**src/rtl/ascon_sbox_layer_seq.sv**
```systemverilog
// ascon_sbox_layer_seq: sequential ASCON substitution layer.
// Loads a 320-bit state (x0..x4) and runs LANES 5-bit S-boxes per cycle over
// the 64 bit-columns, rotating the working words right by LANES each cycle so
// that after 64/LANES cycles every word holds its result in original order.
// Optional feature macro: ASCON_SBOX_BYPASS_EN adds a bypass input, captured
// with the load handshake, that passes the state through unsubstituted.
//
// state | meaning
// IDLE  | waiting for a state, in_ready=1
// RUN   | substituting LANES columns per cycle
// DONE  | result held on y0..y4, out_valid=1 until out_ready
module ascon_sbox_layer_seq #(
    parameter int LANES = 8
) (
    input  logic        clk,
    input  logic        rst,
    input  logic        in_valid,
    output logic        in_ready,
    input  logic [63:0] x0,
    input  logic [63:0] x1,
    input  logic [63:0] x2,
    input  logic [63:0] x3,
    input  logic [63:0] x4,
    output logic        out_valid,
    input  logic        out_ready,
    output logic [63:0] y0,
    output logic [63:0] y1,
    output logic [63:0] y2,
    output logic [63:0] y3,
    output logic [63:0] y4,
    output logic        busy
`ifdef ASCON_SBOX_BYPASS_EN
    ,
    input  logic        bypass
`endif
);

    localparam int STEPS = 64 / LANES;
    localparam int CW    = (STEPS > 1) ? $clog2(STEPS) : 1;
    localparam logic [CW-1:0] LAST = CW'(STEPS - 1);

    localparam logic [1:0] S_IDLE = 2'd0;
    localparam logic [1:0] S_RUN  = 2'd1;
    localparam logic [1:0] S_DONE = 2'd2;

    logic [1:0]       state;
    logic [CW-1:0]    cnt;
    logic [63:0]      w0, w1, w2, w3, w4;
    logic [63:0]      n0, n1, n2, n3, n4;
    logic [LANES-1:0] s0, s1, s2, s3, s4;
    logic [4:0]       col, res;
`ifdef ASCON_SBOX_BYPASS_EN
    logic             byp_q;
`endif

    // Bitsliced ASCON S-box; index/result ordered {x0,x1,x2,x3,x4}.
    function automatic logic [4:0] sbox5(input logic [4:0] v);
        logic a0, a1, a2, a3, a4;
        logic t0, t1, t2, t3, t4;
        a0 = v[4]; a1 = v[3]; a2 = v[2]; a3 = v[1]; a4 = v[0];
        a0 = a0 ^ a4; a4 = a4 ^ a3; a2 = a2 ^ a1;
        t0 = ~a0 & a1; t1 = ~a1 & a2; t2 = ~a2 & a3; t3 = ~a3 & a4; t4 = ~a4 & a0;
        a0 = a0 ^ t1; a1 = a1 ^ t2; a2 = a2 ^ t3; a3 = a3 ^ t4; a4 = a4 ^ t0;
        a1 = a1 ^ a0; a0 = a0 ^ a4; a3 = a3 ^ a2; a2 = ~a2;
        return {a0, a1, a2, a3, a4};
    endfunction

    // Substitute the low LANES columns and form the rotated next words.
    always_comb begin
        s0 = '0; s1 = '0; s2 = '0; s3 = '0; s4 = '0;
        col = '0;
        res = '0;
        for (int j = 0; j < LANES; j++) begin
            col = {w0[j], w1[j], w2[j], w3[j], w4[j]};
`ifdef ASCON_SBOX_BYPASS_EN
            res = byp_q ? col : sbox5(col);
`else
            res = sbox5(col);
`endif
            s0[j] = res[4];
            s1[j] = res[3];
            s2[j] = res[2];
            s3[j] = res[1];
            s4[j] = res[0];
        end
        n0 = w0 >> LANES; n0[63 -: LANES] = s0;
        n1 = w1 >> LANES; n1[63 -: LANES] = s1;
        n2 = w2 >> LANES; n2[63 -: LANES] = s2;
        n3 = w3 >> LANES; n3[63 -: LANES] = s3;
        n4 = w4 >> LANES; n4[63 -: LANES] = s4;
    end

    // Control FSM, step counter and working registers.
    always_ff @(posedge clk) begin
        if (rst) begin
            state <= S_IDLE;
            cnt   <= '0;
            w0 <= '0; w1 <= '0; w2 <= '0; w3 <= '0; w4 <= '0;
`ifdef ASCON_SBOX_BYPASS_EN
            byp_q <= 1'b0;
`endif
        end else begin
            case (state)
                S_IDLE: begin
                    if (in_valid) begin
                        w0 <= x0; w1 <= x1; w2 <= x2; w3 <= x3; w4 <= x4;
                        cnt   <= '0;
`ifdef ASCON_SBOX_BYPASS_EN
                        byp_q <= bypass;
`endif
                        state <= S_RUN;
                    end
                end
                S_RUN: begin
                    w0 <= n0; w1 <= n1; w2 <= n2; w3 <= n3; w4 <= n4;
                    cnt <= cnt + 1'b1;
                    if (cnt == LAST) state <= S_DONE;
                end
                S_DONE: begin
                    if (out_ready) state <= S_IDLE;
                end
                default: state <= S_IDLE;
            endcase
        end
    end

    // Handshake flags decode straight from the registered state.
    always_comb begin
        in_ready  = (state == S_IDLE);
        out_valid = (state == S_DONE);
        busy      = (state == S_RUN) || (state == S_DONE);
        y0 = w0; y1 = w1; y2 = w2; y3 = w3; y4 = w4;
    end

endmodule

```
**config.mk**
```make
export PLATFORM = sky130hd
export DESIGN_NAME = ascon_sbox_layer_seq
export DESIGN_NICKNAME = d
export VERILOG_FILES = /design/src/rtl/ascon_sbox_layer_seq.sv
export SDC_FILE = /design/constraint.sdc
export NUM_CORES = 1
export LEC_CHECK = 0
export CAP_MARGIN = 25
export CORE_AREA = 5 5 251 253
export DETAILED_ROUTE_END_ITERATION = 6
export DIE_AREA = 0 0 256 258
export GPL_TIMING_DRIVEN = 0
export PLACE_DENSITY = 0.6
export SETUP_SLACK_MARGIN = 0.3
export SLEW_MARGIN = 20
export SYNTH_ARGS = -nofsm -noshare
export SYNTH_HDL_FRONTEND = slang
export SYNTH_SLANG_ARGS = --single-unit
```
**constraint.sdc**
```tcl
create_clock -name clk -period 1.71 [get_ports clk]
set_input_delay 0.171 -clock clk [delete_from_list [all_inputs] [get_ports clk]]
set_output_delay 0.171 -clock clk [all_outputs]
set_load 0.01 [all_outputs]
```
=== Word-level counts from Yosys, hierarchy flattened ===
Cells that the tools add are included.

* Output and inout port bits: 323
* Word-level logic and storage cells: 211
* Bits in registers: 325
* Bits of input ports: 324

* Add/subtract/negate cells: 1
* Reduce and logical (&&, ||, !) cells: 5
* Muxes and demuxes: 16
* Eq/ne operators: 6
* Bitwise gates (word level): 176

{| class="wikitable"
|+ Operators with widths
! cell !! count
|-
| one-hot mux 64 bit (2 select lines) || 5
|-
| two-way mux 64 bit || 5
|-
| bitwise XOR 1 bit || 88
|-
| inverter 1 bit || 48
|-
| AND 1 bit || 40
|-
| two-way mux 2 bit || 3
|-
| one-hot mux 2 bit (3 select lines) || 1
|-
| one-hot mux 3 bit (2 select lines) || 1
|-
| inequality test 2 bit (second input constant) || 2
|-
| adder 3 x 1 -> 3 bit (second input constant) || 1
|-
| equality test 3 bit (second input constant) || 1
|-
| two-way mux 3 bit || 1
|-
| AND reduction 3 bit || 1
|-
| equality test 2 x 1 -> 1 bit (second input constant) || 1
|-
| equality test 2 bit (second input constant) || 1
|-
| zero test 2 bit || 1
|-
| inequality test 2 x 1 -> 1 bit (second input constant) || 1
|-
| AND reduction 2 bit || 1
|-
| nonzero test 2 bit || 1
|-
| logical OR 1 bit || 1
|}

=== Depth between registers and ports, before layout ===
Gate-level depths: netlist of the first run.

* Depth in word-level cells: 6
* Mapped depth: 9
* Depth with buffers taken out: 7

=== Worst setup path before layout of the first run ===
OpenSTA, ideal clock, no wires.

* Path kind: flip-flop to flip-flop
* Start: register state[0]
* End: register w0[0], in the netlist y0[0]
* Cell stages (with the launch flop): 9
* Period minus slack after synthesis: 1815 ps
* Arrival: 1730 ps
* Path buffers: 4
* Slack: -105 ps
* Library setup time: 86 ps
* Data required time: 1624 ps
* Cell sequence: dfxtp_1 -> inv_1 -> ha_1 -> buf_6 -> mux2_4 -> buf_6 -> buf_2 -> buf_2 -> a211oi_1

* Word-level cells in the longest chain between the ends: 3
* Elaborated cells between the ends (all ways): 6
* Classes of those cells: eq/ne: 2; mux: 1; reduce/logical: 3

{| class="wikitable"
|+ RTL lines
! element !! RTL line !! text
|-
| start: declaration || 46 || <nowiki>logic [1:0] state;</nowiki>
|-
| start signal: assignment || 96 || <nowiki>state <= S_IDLE;</nowiki>
|-
| start signal: assignment || 111 || <nowiki>state <= S_RUN;</nowiki>
|-
| start signal: assignment || 117 || <nowiki>if (cnt == LAST) state <= S_DONE;</nowiki>
|-
| zero test 2 bit (*) || -- ||
|-
| net in_ready || 18 || <nowiki>output logic in_ready,</nowiki>
|-
| inequality test 2 bit (no source line) / nonzero test 2 bit (equally long branches) || -- ||
|-
| AND reduction 2 bit (no source line) || -- ||
|-
| end signal: assignment || 115 || <nowiki>w0 <= n0; w1 <= n1; w2 <= n2; w3 <= n3; w4 <= n4;</nowiki>
|-
| end: declaration || 48 || <nowiki>logic [63:0] w0, w1, w2, w3, w4;</nowiki>
|}

Mark *: on every way through the listed nets, which the timed path passes. The rest lies on a longest branch.
A chain may end at the register's enable or synchronous reset.

=== Final worst setup path of the first run ===
* Start: register state[0]
* End: register w2[29], in the netlist y2[29]

* Word-level cells in the longest chain between the ends: 3
* Elaborated cells between the ends (all ways): 6
* Classes of those cells: eq/ne: 2; mux: 1; reduce/logical: 3

{| class="wikitable"
|+ RTL lines
! element !! RTL line !! text
|-
| equality test 2 x 1 -> 1 bit / zero test 2 bit (equally long branches) || 103 || <nowiki>case (state)</nowiki>
|-
| nonzero test 2 bit (no source line) / inequality test 2 bit (equally long branches) || -- ||
|-
| AND reduction 2 bit (no source line) || -- ||
|-
| end signal: assignment || 115 ||
|-
| end: declaration || 48 ||
|}

Parallel ways exist; a longest one is shown, timed or not.

==> reports/results.txt, run 1 <==
syn_nets: 1980
hold_sp: x1[53]
reg-to-reg startpoint: state[0]
Leakage: 14.4 nW
clock-pin slew of the registers on the worst-case setup and hold paths: 0.06 ns
Synth Area in Simple Gates: 0.0923
initial antenna violation count: 13
Syn. warnings: 0
number of endpoints failing setup at the final stage: 324
post-synthesis sequential area ratio: 0.422
Die Area: 66000 um2
status: complete, but fails checks
Clock Power Share: 0.142
critical path class: reg2reg
maxcap violations: 0
vias in the first global route: 16002
final non-filler cell total: 3188
chip width: 256 um
ys async rst share: 0
Int Pwr: 33.3 mW
Layout area overhead: 85.1%
highest routed layer: met5
R2R setup slack: -0.20 ns
Cell variety after synth: 36
largest family of logic cells by synthesized area: multiplexers
setup TNS: -42.26 ns
RSZ-0062 raised after global routing: yes
net switching power: 25.4 mW
met3 routed WL: 5380 um
Worst-Margin Slew: 0.971 ns
CP required: 2.11 ns
Area contributors post-synth: dfxtp_1, mux2i_1, a211oi_1
power per cell area: 2050 nW/um2
post-synthesis register bit count: 325
Worst slew margin: 0.353
failing checks: setup timing
synth cell count leaders: nor2_1, dfxtp_1, mux2i_1, a211oi_1, clkbuf_1
Pins Over Slew Limit: 0
DP Area: 23300 um2
Main synth FF type: dfxtp_1
clk buf depth: 3
Sequential Power Share: 0.246
reg2reg end: y2[29]
min Tclk post-route: 1.91 ns
cell count after placement: 3069
post-synthesis xor/xnor area fraction: 0.0347
worst-path fanout max: 10
Iter 0 DRT Violations: 695
Worst Setup Start Kind: flip-flop
gpl congestion: 0.938
Placement Rows: 91
first-pass GRT wire length: 110000 um
Post-Syn Instances: 1634
Layout Nets: 2711
average vias per placed instance: 4.98
worst clock skew: 0.0180 ns
setup slack after layout: -0.200 ns
first drt pass iteration count: 5
Tcrit/Tclk final: 1.12
Worst Reg-to-Reg Cells: 9
largest net degree at the start of global routing: 13
number of sinks on the clock net: 325
Num CTS Buffers: 39
count leader, synth: nor2_1
Routed met2 length: 39800 um
Design Area, Final: 28500 um2
worst min-delay path category: in2reg
Core Region: 60800 um2
Total GRT Usage: 0.219
DRC Markers: 0
final-report hold violation count: 0
Synth top area share: 0.422
synthesized area: 15400 um2
Clk Latency, worst-skew pair: 0.56 ns
Post-synth EDFFs: 0
CTS tree: done
routed via count: 15867
post-synthesis adder-cell area fraction: 0.0231
worst hold endpoint: y1[53]
Worst VDD drop: 0.733 mV
drt total wl: 80600 um
layout cells sized above 1: 0.309
WL per Instance: 25.3 um
root buffer cell: clkbuf_16
antenna-violating nets left: 0
CP Data Arrival Time: 2.31 ns
crit end category: flip-flop
proportion of synthesized area in mux cells: 0.198
GRT Residual Overflow: 0
Comb power frac: 0.612
DP HPWL: 61500 um
Power Total: 58.6 mW
IO Pins: 647
Net Sw Frac: 0.432
effective utilization at floorplan: 0.254
Die Height: 258 um
I/O Buffers: 645
Avg Inst Size Synth: 9.43 um2
Crit. Startpoint: state[0]
Met1 Wirelength: 33000 um
H-tree Lvls: 2
Synth Area in Compound Gates: 0.175
fmax: 524 MHz
post-synth top area cell: dfxtp_1
WHS Path Cells: 3
how the worst max path moves through the flow:
stage	to	slack, ns	cells after the start
finish	y2[29]	-0.20	9
global route	y2[29]	-0.26	8
CTS	y0[49]	-0.16	8
detailed placement	y4[0]	-0.77	4
global placement	y0[62]	-0.75	4
floorplan	y3[63]	0.06	9
cell usage in the layout (no fill, tap or decap), types with 13 or more instances in the layout:
cell type	instances
a211oi_1	16
a211oi_2	282
a21oi_1	25
buf_12	31
buf_4	30
buf_6	38
clkbuf_1	41
clkbuf_16	51
clkbuf_2	30
clkbuf_4	29
clkbuf_8	13
clkdlybuf4s50_1	324
dfxtp_1	248
dfxtp_2	66
dlymetal6s2s_1	281
ha_1	15
inv_1	31
mux2i_1	286
nor2_1	281
nor2_2	37
xnor2_1	28
xor2_1	16
area by class of cell:
cell class / instances / area (um2)
well taps: 790 / 988
diodes: 7 / 17.5
repair buffers: 690 / 7660
inverters: 33 / 129
multi-input cells: 1130 / 10300
plain buffers: 146 / 1600
clock inverters: 11 / 118
flip-flops and latches: 325 / 6630
clock buffers: 56 / 1130
fillers: 5707 / 32300
per-layer routing:
layer,track usage,up-vias
li1,-,7349
met1,0.267,7864
met3,0.0602,125
met4,0.0538,8
met5,0,-
met2,0.385,521
cell families (layout without fill, tap and decap cells):
group                      after synthesis  after routing
AOI/OAI and AO/OA                      372            372
DFF                                    325            325
other                                    0              7
xor gates and xnor gates                61             61
buffers and inverters                  179            936
adders and majority gates               30             30
and+or+nand+nor                        363            363
muxes                                  304            304
through the flow:
| stage | setup slack (ns) | util | hold WS [ns] |
|---|---|---|---|
| finish | -0.200 | 0.469 | 0.269 |
| global route | -0.265 | 0.469 | 0.281 |
| CTS | -0.161 | 0.427 | 0.229 |
| detailed placement | -0.771 | 0.384 | 0.505 |
| global placement | -0.749 | 0.384 | 0.492 |
| floorplan | 0.0584 | - | 0.402 |
power groups by stage:
stage	sequential (mW)	clock (mW)	combinational [mW]
2_1_floorplan	14.1	0	14.8
3_3_place_gp	14.2	0	27.8
3_5_place_dp	14.3	0	28.1
4_1_cts	14.3	8.52	32.0
5_1_grt	14.8	8.78	38.0
6_report	14.4	8.30	35.9
state kept, by name, summed over array words and instances, names as in the netlist:
register / count
y4: 64
y1: 64
y0: 64
cnt: 3
y2: 64
y3: 64
state: 2
worst max-delay path, stage by stage, from the launching register on:
cell and delay, ns:
dfxtp_4 0.38, inv_4 0.04, ha_4 0.15, buf_8 0.12, mux2_4 0.36, buf_6 0.16, buf_16 0.15, buf_12 0.15
nor2_1 0.16, a211oi_2 0.07
timing repair:
action | 4_1_cts | 5_1_grt
pin swaps | 12 | 16
cloned | 5 | 12
gates resized for setup | 343 | 770
hold buffers | 1 | 0
setup buffers | 14 | 13
hold endpoints to repair | 5 | 0
setup endpoints to repair | 648 | 646
Note: power is estimated with default switching activity, not from simulation.
==> run 2, diff against run 1 <==
- SETUP_SLACK_MARGIN: 0.3 -> 0.1
==> run 2 against run 1 <==
  * The flow still finishes with violations (setup timing)
  * Clock power about the same
  * Clock skew up 0.0031 ns
  * Critical path depth down 1
  * Setup slack better by 0.0017 ns
  * Hold slack better by 0.0065 ns
  * Cell count unchanged
  * Via count up 0.18%
  * Critical path type unchanged
  * Largest cell class unchanged
==> reports/results.txt, run 2 (synthesis gave the netlist of run 1 again) <==
root buffer cell: clkbuf_16
commonest non-fill, non-tap cell in the layout: clkdlybuf4s50_1
worst-path fanout max: 8
filler instances: 5623
net switching power: 25.7 mW
Placement Rows: 91
initial antenna violation count: 14
CP Data Arrival Time: 2.37 ns
DRC Markers: 0
DP HPWL: 61500 um
H-tree Lvls: 2
drt total wl: 80900 um
Worst slew margin: 0.381
Net Sw Frac: 0.431
Tcrit/Tclk final: 1.12
CP required: 2.17 ns
status: complete, but fails checks
vias in the first global route: 16048
Layout Nets: 2711
antenna-violating nets left: 0
routed via count: 15896
worst min-delay path category: in2reg
clk buf depth: 3
Total GRT Usage: 0.220
chip width: 256 um
CTS tree: done
first-pass GRT wire length: 110000 um
Clk Latency, worst-skew pair: 0.56 ns
Num CTS Buffers: 39
gpl congestion: 0.938
final-report hold violation count: 0
clock-pin slew of the registers on the worst-case setup and hold paths: 0.06 ns
final core utilization: 0.478
number of sinks on the clock net: 325
most frequent cells in the layout: clkdlybuf4s50_1, dlymetal6s2s_1, mux2i_1
Worst-Margin Slew: 0.928 ns
Int Pwr: 34.0 mW
WHS: 0.275 ns
WL per Instance: 25.4 um
critical path class: reg2reg
I/O Buffers: 645
ordered list of cells on the worst path: inv_4, ha_4, buf_8, mux2_4, buf_12, clkbuf_16, clkbuf_16, a211oi_2
layout cells sized above 1: 0.325
setup slack after layout: -0.198 ns
Sequential Power Share: 0.243
crit end category: flip-flop
slowest cell on the critical path: dfxtp_4
power per cell area: 2060 nW/um2
Die Area: 66000 um2
IO Pins: 647
RSZ-0062 raised after global routing: yes
R2R setup slack: -0.20 ns
Comb power frac: 0.617
Worst Setup Start Kind: flip-flop
Leakage: 14.6 nW
effective utilization at floorplan: 0.254
Core Region: 60800 um2
Iter 0 DRT Violations: 764
slowest stage delay, CP: 0.38 ns
Layout area overhead: 88.4%
fmax: 524 MHz
Pins Over Slew Limit: 0
number of endpoints failing setup at the final stage: 320
min Tclk post-route: 1.91 ns
failing checks: setup timing
Top cell by count, worst path: clkbuf_16
average vias per placed instance: 4.99
Die Height: 258 um
maxcap violations: 0
first drt pass iteration count: 5
GRT Residual Overflow: 0
largest net degree at the start of global routing: 13
Clock Power Share: 0.140
Worst VDD drop: 0.736 mV
worst clock skew: 0.0211 ns
[run 2: cell types whose count changed in the layout (fill, tap and decap cells not counted), sizes merged]
cell           before  now
clkdlybuf4s50     324  325
buf               119  121
clkbuf            164  131
clkdlybuf4s15       2    0
bufbuf              1    0
dlygate4sd2         0   25
dlymetal6s2s      281  289
[run 2: per-layer routing]
layer | GRT usage | routed length, um | vias up
met5 | 0 | 83 | -
met4 | 0.0471 | 1910 | 12
met3 | 0.0566 | 4890 | 109
met2 | 0.390 | 40400 | 517
met1 | 0.271 | 33700 | 7917
li1 | - | - | 7341
[run 2: cell type report]
class | instances | area, um2 | area share
Inverter | 33 | 129 | 0.00444
Buffer | 146 | 1760 | 0.0606
Sequential cell | 325 | 6620 | 0.228
Clock inverter | 11 | 118 | 0.00405
Timing Repair Buffer | 690 | 7850 | 0.270
Tap cell | 790 | 988 | 0.0340
Antenna cell | 7 | 17.5 | 0.000603
Clock buffer | 56 | 1130 | 0.0389
Multi-Input combinational cell | 1130 | 10400 | 0.359
[run 2: power by group through the flow]
stage | Combinational (mW) | Clock (mW) | Sequential (mW)
floorplan | 14.8 | 0 | 14.1
global placement | 27.8 | 0 | 14.2
detailed placement | 28.1 | 0 | 14.3
CTS | 32.9 | 8.52 | 14.3
global route | 39.0 | 8.79 | 14.9
finish | 36.8 | 8.33 | 14.5
[run 2: path summary, 6_finish.rpt]
path	start	to	cells after the start
hold reg to reg	y1[58]	y1[58]	2
setup / recovery	state[0]	y0[16]	8
hold / removal	x4[33]	y4[33]	3
setup reg to reg	state[0]	y0[16]	8
[run 2: per-stage QoR]
stage / cell area, um2 / worst slack, ns / TNS, ns / power (mW) / std cells
3_3_place_gp: 23300 / -0.749 / -132.61 / 42.0 / 3069
3_5_place_dp: 23300 / -0.771 / -139.52 / 42.4 / 3069
4_1_cts: 26300 / -0.150 / -36.59 / 55.8 / 3160
5_1_grt: 29000 / -0.242 / -52.87 / 62.6 / 3184
6_report: 29100 / -0.198 / -34.29 / 59.7 / 3188
2_1_floorplan: 15900 / 0.0584 / 0 / 29.0 / 1634
[run 2: repair_timing]
item | in CTS | in global routing
pin swaps | 15 | 13
setup buffers | 16 | 8
resized for setup | 401 | 744
endpoints found under the hold margin | 5 | 0
gates cloned | 7 | 14
endpoints found under the setup margin | 648 | 627
hold buffers | 1 | 0
[run 2: worst max-delay path: cells and delay by family, from the launching register on]
kind	cells	cell delay (ns)
adders and majority gates	1	0.15
DFF	1	0.38
muxes	1	0.33
AOI/OAI and AO/OA	1	0.22
buffers and inverters	5	0.71
